File: src/rtl/spi_ptos_tx.sv
// Parallel-to-serial SPI transmitter: accepts a word on valid/ready and shifts it out MSB-first
// with a generated sclk (idle low), active-low cs_n and a per-bit bit_valid strobe.
module spi_ptos_tx #(
    parameter int unsigned WIDTH   = 10,
    parameter int unsigned CLK_DIV = 2
) (
    input  logic             clk,
    input  logic             rst_n,
    input  logic [WIDTH-1:0] data_in,
    input  logic             valid,
    output logic             ready,
    output logic             mosi,
    output logic             sclk,
    output logic             cs_n,
    output logic             bit_valid,
    output logic             busy,
    output logic             done
);

    localparam int unsigned BW = $clog2(WIDTH);
    localparam int unsigned DW = $clog2(CLK_DIV) + 1;
    localparam logic [BW-1:0] BitLast = BW'(WIDTH - 1);
    localparam logic [DW-1:0] DivLast = DW'(CLK_DIV - 1);

    typedef enum logic [2:0] {StIdle, StLow, StHigh, StTail, StDone} state_e;

    state_e          state_q, state_d;
    logic [WIDTH-1:0] shift_q, shift_d;
    logic [BW-1:0]    bit_cnt_q, bit_cnt_d;
    logic [DW-1:0]    div_cnt_q, div_cnt_d;
    logic             div_end;
    logic             in_frame;

    assign div_end = (div_cnt_q == DivLast);

    always_ff @(posedge clk or negedge rst_n) begin
        if (!rst_n) begin
            state_q   <= StIdle;
            shift_q   <= '0;
            bit_cnt_q <= '0;
            div_cnt_q <= '0;
        end else begin
            state_q   <= state_d;
            shift_q   <= shift_d;
            bit_cnt_q <= bit_cnt_d;
            div_cnt_q <= div_cnt_d;
        end
    end

    always_comb begin
        state_d   = state_q;
        shift_d   = shift_q;
        bit_cnt_d = bit_cnt_q;
        div_cnt_d = div_cnt_q;
        unique case (state_q)
            StIdle: begin
                if (valid) begin
                    shift_d   = data_in;
                    bit_cnt_d = BitLast;
                    div_cnt_d = '0;
                    state_d   = StLow;
                end
            end
            StLow: begin
                if (div_end) begin
                    div_cnt_d = '0;
                    state_d   = StHigh;
                end else begin
                    div_cnt_d = div_cnt_q + 1'b1;
                end
            end
            StHigh: begin
                if (div_end) begin
                    div_cnt_d = '0;
                    if (bit_cnt_q == '0) begin
                        state_d = StTail;
                    end else begin
                        // Shift only at the end of HIGH so mosi moves on the sclk falling edge.
                        shift_d   = {shift_q[WIDTH-2:0], 1'b0};
                        bit_cnt_d = bit_cnt_q - 1'b1;
                        state_d   = StLow;
                    end
                end else begin
                    div_cnt_d = div_cnt_q + 1'b1;
                end
            end
            StTail: begin
                if (div_end) begin
                    div_cnt_d = '0;
                    state_d   = StDone;
                end else begin
                    div_cnt_d = div_cnt_q + 1'b1;
                end
            end
            StDone:  state_d = StIdle;
            default: state_d = StIdle;
        endcase
    end

    // Outputs decode state directly, so reset forces them idle without waiting for a clock.
    assign in_frame  = (state_q == StLow) || (state_q == StHigh) || (state_q == StTail);
    assign ready     = (state_q == StIdle);
    assign busy      = (state_q != StIdle);
    assign cs_n      = ~in_frame;
    assign sclk      = (state_q == StHigh);
    assign mosi      = in_frame & shift_q[WIDTH-1];
    assign bit_valid = (state_q == StLow) && div_end;
    assign done      = (state_q == StDone);

endmodule

File: config.mk
export PLATFORM = sky130hd
export DESIGN_NAME = spi_ptos_tx
export DESIGN_NICKNAME = d
export VERILOG_FILES = /design/src/rtl/spi_ptos_tx.sv
export SDC_FILE = /design/constraint.sdc
export NUM_CORES = 1
export LEC_CHECK = 0
export CORE_MARGIN = 3
export CORE_UTILIZATION = 45
export CTS_CLUSTER_SIZE = 20
export DETAILED_ROUTE_END_ITERATION = 7
export PLACE_DENSITY = 0.84
export SLEW_MARGIN = 40
export SYNTH_ARGS = -nofsm -noshare
export SYNTH_HDL_FRONTEND = slang
export SYNTH_SLANG_ARGS = --single-unit
File: constraint.sdc
create_clock -name clk -period 1.6 [get_ports clk]
set_input_delay 0.32 -clock clk [delete_from_list [all_inputs] [get_ports clk]]
set_output_delay 0.32 -clock clk [all_outputs]
set_load 0.01 [all_outputs]
After elaboration in Yosys (flattened, before gate mapping):

Cells that the tools add are included.

* bits in registers: 19
* bits of input ports: 13
* output and inout bits: 7
* word-level logic and storage cells: 47

* $add $sub $neg: 2
* eq/ne operators: 10
* mux-type cells: 17
* bitwise logic cells: 2
* reductions and logical operators: 12

Operator list (number)
* two-way mux 10 bit: 3
* case mux 10 bit (2 select lines): 1
* two-way mux 3 bit: 4
* two-way mux 4 bit: 3
* case mux 3 bit (4 select lines): 1
* inequality test 2 bit (second input constant): 4
* case mux 4 bit (2 select lines): 1
* AND reduction 4 bit: 2
* equality test 3 x 2 -> 1 bit (second input constant): 2
* two-way mux 2 bit: 3
* logical NOT 4 bit: 1
* case mux 2 bit (2 select lines): 1
* nonzero test 2 bit: 2
* subtractor 4 x 1 -> 4 bit (second input constant): 1
* equality test 3 x 1 -> 1 bit (second input constant): 1
* equality test 3 bit (second input constant): 1
* logical NOT 3 bit: 1
* nonzero test 3 bit: 1
* OR reduction 3 bit: 1
* adder 2 x 1 -> 2 bit (second input constant): 1
* equality test 2 x 1 -> 1 bit (second input constant): 1
* logical OR 1 bit: 2
* inequality test 2 x 1 -> 1 bit (second input constant): 1
* AND reduction 2 bit: 1
* other kinds (3): 3

Logic depth before layout (Yosys ltp):

Gate-level depths: netlist of the first run.

* depth after elaboration: 4
* mapped depth: 7
* depth with buffers taken out: 6

Worst setup path after synthesis of the first run:

Ideal clock, no wire load.

* kind: register to register
* start: register bit_cnt_q[0]
* end: register bit_cnt_q[2]
* library setup time: 0.121 ns
* data arrival time: 1.653 ns
* data required time: 1.479 ns
* slack: -0.174 ns
* cell stages (with the launch flop): 7
* path buffers: 0
* period minus slack after synthesis: 1.774 ns
* path through: dfrtp_1 -> inv_1 -> ha_1 -> and4bb_1 -> a2111oi_4 -> o21ai_1 -> a22o_1

* longest elaborated chain between the ends: 4
* elaborated cells between the ends (all ways): 7
* classes of those cells: add/sub: 1; eq/ne: 1; mux: 3; reduce/logical: 2

Ends and longest elaborated chain
* start: declaration: line 29 `logic [BW-1:0] bit_cnt_q, bit_cnt_d;`
* start signal: assignment: line 45 `bit_cnt_q <= bit_cnt_d;`
* subtractor 4 x 1 -> 4 bit: line 80 `bit_cnt_d = bit_cnt_q - 1'b1;`
* two-way mux 4 bit: line 75 `if (bit_cnt_q == '0) begin`
* two-way mux 4 bit: line 73 `if (div_end) begin`
* case mux 4 bit (2 select lines): line 55 `unique case (state_q)`

Parallel ways exist; a longest one is shown, timed or not. The select of a mux whose other input is x is not followed.
A chain may end at the register's enable or synchronous reset.

Final worst setup path of the first run:

* start: register state_q[2]
* end: output port ready

* longest elaborated chain between the ends: 1

Ends and longest elaborated chain
* start: declaration: line 27 `state_e state_q, state_d;`
* start signal: assignment: line 38 `state_q <= StIdle;`
* start signal: assignment: line 43 `state_q <= state_d;`
* logical NOT 3 bit: line 102 `assign ready = (state_q == StIdle);`
* end: declaration: line 11 `output logic ready,`

No other way between the ends.

==> results of run 1 <==
worst reg2reg max path: stages (launching register included):
cell and delay, ns:
dfrtp_1 0.44, buf_6 0.15, nand2b_4 0.15, a2111oi_4 0.38, buf_4 0.28, nor2_2 0.05, a31oi_2 0.17
metal layers:
metal / GRT usage / wire [µm] / vias up
met2: 0.3406 / 1287 / 20
met1: 0.2159 / 1020 / 439
met3: 0.02493 / 104 / 2
met4: 0.08714 / 24 / 0
li1: - / - / 467
met5: 0 / 0 / -
kinds of logic (layout without fill, tap and decap cells):
group | after synthesis | count (layout) | synth area share
AOI/OAI and AO/OA | 23 | 23 | 0.1904
adders and majority gates | 2 | 2 | 0.02395
buffers and inverters | 12 | 62 | 0.06108
DFF | 19 | 19 | 0.4551
muxes | 1 | 1 | 0.009581
and+or+nand+nor | 52 | 52 | 0.2599
worst min-delay path by stage:
| stage | start | to | slack [ns] | cells past startpoint |
|---|---|---|---|---|
| 2_1_floorplan | rst_n | bit_cnt_q[0] | 0.02 | 0 |
| 3_3_place_gp | bit_cnt_q[3] | bit_cnt_q[3] | 0.48 | 1 |
| 3_5_place_dp | bit_cnt_q[3] | bit_cnt_q[3] | 0.48 | 1 |
| 4_1_cts | rst_n | state_q[1] | 0.35 | 2 |
| 5_1_grt | rst_n | state_q[1] | 0.35 | 2 |
| 6_report | rst_n | state_q[1] | 0.35 | 2 |
final cells by class:
type                    count  area (µm²)
multi-input cells          78       563.0
fillers                   155       488.0
flip-flops and latches     19       475.5
repair buffers             52       473.0
well taps                  27       33.78
clock buffers               4       26.28
inverters                   6       22.52
power by group:
group / switching, mW / leakage [nW] / internal (mW)
Sequential: 0.157 / 0.220 / 0.671
Clock: 0.145 / 0.0150 / 0.0971
Combinational: 0.784 / 0.482 / 0.982
what timing repair did:
| action | 4_1_cts | 5_1_grt |
|---|---|---|
| pin swaps | 3 | 1 |
| cloned | 0 | 1 |
| setup buffers | 10 | 3 |
| endpoints found under the setup margin | 21 | 21 |
| hold buffers | 0 | 0 |
| resized for setup | 43 | 10 |
stage by stage:
stage | instances | hold slack (ns) | total power [mW] | util
after floorplan | 109 | 0.02441 | 1.657 | -
after global placement | 168 | 0.4830 | 2.182 | 0.6689
after detailed placement | 168 | 0.4780 | 2.235 | 0.6689
after CTS | 182 | 0.3477 | 2.634 | 0.7242
after global routing | 186 | 0.3533 | 3.058 | 0.7656
final | 186 | 0.3509 | 2.836 | 0.7656
registers in the layout, summed over array words and instances (netlist names):
| signal | cells |
|---|---|
| shift_q | 10 |
| state_q | 3 |
| div_cnt_q | 2 |
| bit_cnt_q | 4 |
placed cells by master, fill, tap and decap left out, types with 2 or more instances in the layout:
cell	n
buf_4	27
dfrtp_1	19
nand2_1	18
clkdlybuf4s50_1	12
buf_6	8
nor2_2	7
a31oi_2	7
nor2_1	5
nand2b_1	4
a31oi_1	4
inv_1	3
inv_2	3
nand3b_1	3
a21oi_1	3
clkbuf_4	3
buf_2	3
nor2_4	2
nor3_1	2
o21ai_0	2
o21ai_1	2
==> run_results.csv, run 1 <==
group,metric,value,unit
cts,cts_tree,"yes",
run_status,status,"finished with violations",
worst_setup_path,path_cells,"buf_4 > or3_4 > inv_2 > buf_6",
cts,htreeDepth,1,
worst_setup_path,crit_cells,4,
timing,fin_tns_setup,-1.058,ns
worst_hold_path,holdCritPathClass,"in -> async",
placement,place.port_buffers,19,
worst_setup_path,cp-endpoint,"ready",
global_route,grt_usage,0.1883,
worst_setup_path,arrival,1.39,ns
logic_synthesis,yosysWarnings,0,
layout,syn_to_final_growth,52.57,%
logic_synthesis,yosysSeqAreaShare,0.4551,
power,ir_drop,1.051,mV
timing,slew_violations,0,
power,power.density,1779,mW/mm²
timing,rsz0062_at_grt,"yes",
die,core,0.002082,mm²
global_route,grt_antenna_before_repair,0,
global_route,grt_overflow_total,0,
power,power.leakage,0.7170,nW
routing,drt_first_iter_violations,5,
logic_synthesis,yosys.area.top_type,"dfrtp_1",
logic_synthesis,synth_nets,124,
timing,worst_slack,-0.1131,ns
logic_synthesis,ys_seq_elements,19,
die,die_x,54.19,µm
worst_setup_path,worst-path-buf-inv,3,
placement,placed_cell_area,0.001393,mm²
worst_setup_path,reg2reg_setup_slack,-0.09,ns
routing,vias,928,
worst_setup_path,crit_type,"reg -> out",
placement,dp_hpwl,1583,µm
layout,final_cell_area,0.001594,mm²
timing,worst_slew_pin_slew,0.2950,ns
logic_synthesis,synth_top_flop_cell,"dfrtp_1",
logic_synthesis,synth_edf_count,0,
logic_synthesis,synth_common_cells,"dfrtp_1, nand2_1, nor2_1",
worst_setup_path,critPathMaxStageDelay,0.42,ns
logic_synthesis,syn-cell-area,0.001045,mm²
worst_setup_path,worstPathRequired,1.28,ns
worst_setup_path,ff2ff_path_depth,6,
global_route,grt_pass1_wl,3953,µm
placement,routabilityCongestion,0.7576,
logic_synthesis,synth.top_cell.area_share,0.4551,
routing,drtAntennaViolNets,0,
worst_setup_path,path_max_fanout,3,
cts,clockBufferDepth,2,
logic_synthesis,ys_async_sr_fraction,1.000,
layout,nets,175,
die,rows,16,
timing,max_freq,583.7,MHz
cts,cts-root-buf,"clkbuf_4",
die,ioPinCount,20,
worst_setup_path,r2r_end,"shift_q[7]",
die,start_util,0.5018,
timing,period_minus_slack,1.713,ns
global_route,grt_max_degree,20,
logic_synthesis,synth_area_leaders,"dfrtp_1, a31oi_2, nand2_1",
worst_setup_path,cp-startpoint,"state_q[2]",
routing,drt-total-wl,2436,µm
global_route,grt_pass1_vias,971,
run_status,violations,"setup timing",
cts,clkTransAtPathRegs,0.10,ns
placement,post-place-ws,-0.2770,ns
logic_synthesis,yosysUniqueCellTypes,30,
logic_synthesis,synthCells,109,
cts,cts_sinks,19,
cts,insertion_delay,0.30,ns
routing,dr.pass1.iters,4,
timing,min_period_over_period,1.071,
layout,drive_gt1_frac,0.4654,
die,die-height,54.19,µm
timing,hold_violations,0,
cts,numCtsBuffers,3,
timing,setup_viol,20,
worst_setup_path,worstSetupEndpointType,"primary output",
routing,drc,0,
logic_synthesis,avgSynthCellArea,9.585,µm²
routing,wire_per_inst,13.10,µm
layout,n_antenna_cell,0,
worst_setup_path,crit_family,"flip-flops",
worst_setup_path,rr_startpoint,"state_q[1]",
worst_setup_path,startpoint_type,"flop",
timing,finalClockSkew,0.001658,ns
die,die-area,0.002936,mm²
run,drv_cap,0,
worst_setup_path,cp_slowest_cell,"dfrtp_1",
timing,max-slew-margin-rel,0.8033,
routing,via_per_inst,4.989,
(Power assumes the default switching activity.)
==> inputs of run 2 (changes only) <==
--- a/config.mk
+++ b/config.mk
@@ -9,6 +9,7 @@
 export CORE_UTILIZATION = 45
 export CTS_CLUSTER_SIZE = 20
 export DETAILED_ROUTE_END_ITERATION = 7
+export HOLD_SLACK_MARGIN = 0.06
 export PLACE_DENSITY = 0.84
 export SLEW_MARGIN = 40
 export SYNTH_ARGS = -nofsm -noshare
==> results of run 2 <==
The final DEF is identical to that of run 1; final timing and power are the same.
==> inputs of run 3 (changes only) <==
--- a/config.mk
+++ b/config.mk
@@ -6,11 +6,11 @@
 export NUM_CORES = 1
 export LEC_CHECK = 0
 export CORE_MARGIN = 3
-export CORE_UTILIZATION = 45
+export CORE_UTILIZATION = 48
 export CTS_CLUSTER_SIZE = 20
 export DETAILED_ROUTE_END_ITERATION = 7
 export HOLD_SLACK_MARGIN = 0.06
-export PLACE_DENSITY = 0.84
+export PLACE_DENSITY = 0.86
 export SLEW_MARGIN = 40
 export SYNTH_ARGS = -nofsm -noshare
 export SYNTH_HDL_FRONTEND = slang
==> constraint.sdc (replaced) <==
create_clock -name clk -period 1.65 [get_ports clk]
set_input_delay 0.33 -clock clk [delete_from_list [all_inputs] [get_ports clk]]
set_output_delay 0.33 -clock clk [all_outputs]
set_load 0.01 [all_outputs]
==> run 3 against run 2 <==
The run still ends with setup timing left. Clock skew hardly changed. Routed wire length increased by 12%. Via count rose by 6.7%. Die area decreased by 5.6%. Final area up 1.6%. Largest cell class unchanged.
==> run_results.csv, run 3 (same netlist as run 1, synthesis figures left out) <==
group,metric,value,unit
power,power.density,1781,mW/mm²
layout,n_antenna_cell,0,
power,ir_drop,0.9400,mV
placement,post-place-ws,-0.2753,ns
layout,nets,178,
die,rows,16,
worst_setup_path,crit_type,"reg -> out",
layout,final_cell_mix,"buf_4, nand2_1, dfrtp_1",
global_route,grt_antenna_before_repair,0,
power,power,2.886,mW
timing,max-slew-margin-rel,0.8270,
placement,place_inst,168,
timing,setup_viol,5,
cts,cts_hold_buf,0,
timing,period_minus_slack,1.696,ns
worst_setup_path,worstPathRequired,1.32,ns
timing,hold_violations,0,
cts,clkTransAtPathRegs,0.10,ns
worst_setup_path,cpMostUsedCell,"buf_6",
timing,fin_tns_setup,-0.09161,ns
run_status,status,"finished with violations",
placement,placed_cell_area,0.001380,mm²
global_route,grt_overflow_total,0,
die,die_x,52.66,µm
cts,cts_tree,"yes",
placement,place.port_buffers,19,
die,die-height,52.66,µm
timing,min_period_over_period,1.028,
run_status,violations,"setup timing",
layout,finalNonFillerCells,189,
cts,htreeDepth,1,
worst_setup_path,worst-path-buf-inv,4,
die,die-area,0.002773,mm²
timing,slew_violations,0,
global_route,grt_pass1_vias,991,
worst_setup_path,crit_cells,6,
routing,drt-total-wl,2726,µm
routing,dr.pass1.iters,4,
worst_setup_path,path_cells,"buf_6 > buf_6 > nor2_4 > nand2_2 > inv_2 > buf_6",
placement,dp_hpwl,1590,µm
worst_setup_path,reg2reg_setup_slack,-0.02,ns
routing,via_per_inst,5.238,
layout,layout_commonest_cell,"buf_4",
routing,drc,0,
timing,max_freq,589.7,MHz
die,start_util,0.5219,
layout,fillers,125,
worst_setup_path,crit_family,"flip-flops",
run,drv_cap,0,
global_route,grt_max_degree,20,
worst_setup_path,path_max_fanout,4,
worst_setup_path,arrival,1.37,ns
power,power.leakage,0.7236,nW
worst_setup_path,cp_slowest_cell,"dfrtp_2",
cts,numCtsBuffers,3,
placement,routabilityCongestion,0.7717,
worst_setup_path,ff2ff_path_depth,7,
global_route,grt_usage,0.2114,
cts,insertion_delay,0.30,ns
cts,cts_sinks,19,
layout,top_register,"shift_q",
cts,clockBufferDepth,2,
die,core,0.002002,mm²
routing,drt_first_iter_violations,8,
worst_setup_path,rr_startpoint,"state_q[1]",
layout,drive_gt1_frac,0.5000,
worst_setup_path,critPathMaxStageDelay,0.46,ns
layout,final_util,0.8094,
timing,worst_slew_pin_slew,0.2594,ns
worst_setup_path,worstSetupEndpointType,"primary output",
die,ioPinCount,20,
layout,final_cell_area,0.001620,mm²
routing,wire_per_inst,14.42,µm
timing,finalClockSkew,0.001833,ns
routing,drtAntennaViolNets,0,
layout,largest_register_ffs,10,
worst_setup_path,cp-startpoint,"state_q[2]",
worst_setup_path,startpoint_type,"flop",
layout,top_regs,"shift_q: 10 flops, bit_cnt_q: 4 flops, state_q: 3 flops",
layout,syn_to_final_growth,55.09,%
timing,rsz0062_at_grt,"yes",
worst_hold_path,holdCritPathClass,"in -> async",
cts,cts-root-buf,"clkbuf_4",
timing,hold_ws,0.3509,ns
global_route,grt_pass1_wl,4236,µm
routing,vias,990,
timing,worst_slack,-0.04585,ns
-- run 3: report_power, final --
part,internal (mW),switching (mW)
Clock,0.0943,0.137
Combinational,1.01,0.826
Sequential,0.652,0.170
Total,1.75,1.13
-- run 3: final cells by class --
| type | count | area [µm²] | share of cell area |
|---|---|---|---|
| repair buffers | 55 | 493.0 | 0.3042 |
| clock buffers | 4 | 26.28 | 0.01622 |
| well taps | 27 | 33.78 | 0.02085 |
| inverters | 6 | 22.52 | 0.01390 |
| multi-input cells | 78 | 568.0 | 0.3506 |
| flip-flops and latches | 19 | 476.7 | 0.2942 |
-- run 3: metal layers --
layer  part of all wire  up-vias  track usage
met5                  0        -            0
li1                   -      477            -
met2               0.55       30       0.3926
met4              0.016        0       0.1106
met1               0.39      478       0.2260
met3              0.042        5      0.03134
-- run 3: worst register-to-register path, delay by kind of cell, from the launching register on --
family	cells	cell delay, ns
and+or+nand+nor	2	0.19
DFF	1	0.44
AOI/OAI and AO/OA	2	0.50
buffers and inverters	3	0.47
-- run 3: final timing paths --
path                                 to
setup / recovery                   sclk
hold / removal             bit_cnt_q[3]
setup reg to reg             shift_q[9]
hold reg to reg              shift_q[0]
max in group asynchronous    state_q[2]
min in group clk             shift_q[0]
-- run 3: timing repair --
action,CTS,global route
hold endpoints to repair,0,0
setup endpoints to repair,20,20
pin swaps,6,6
gates resized for setup,54,12
buffers inserted,11,5
cloned,2,0
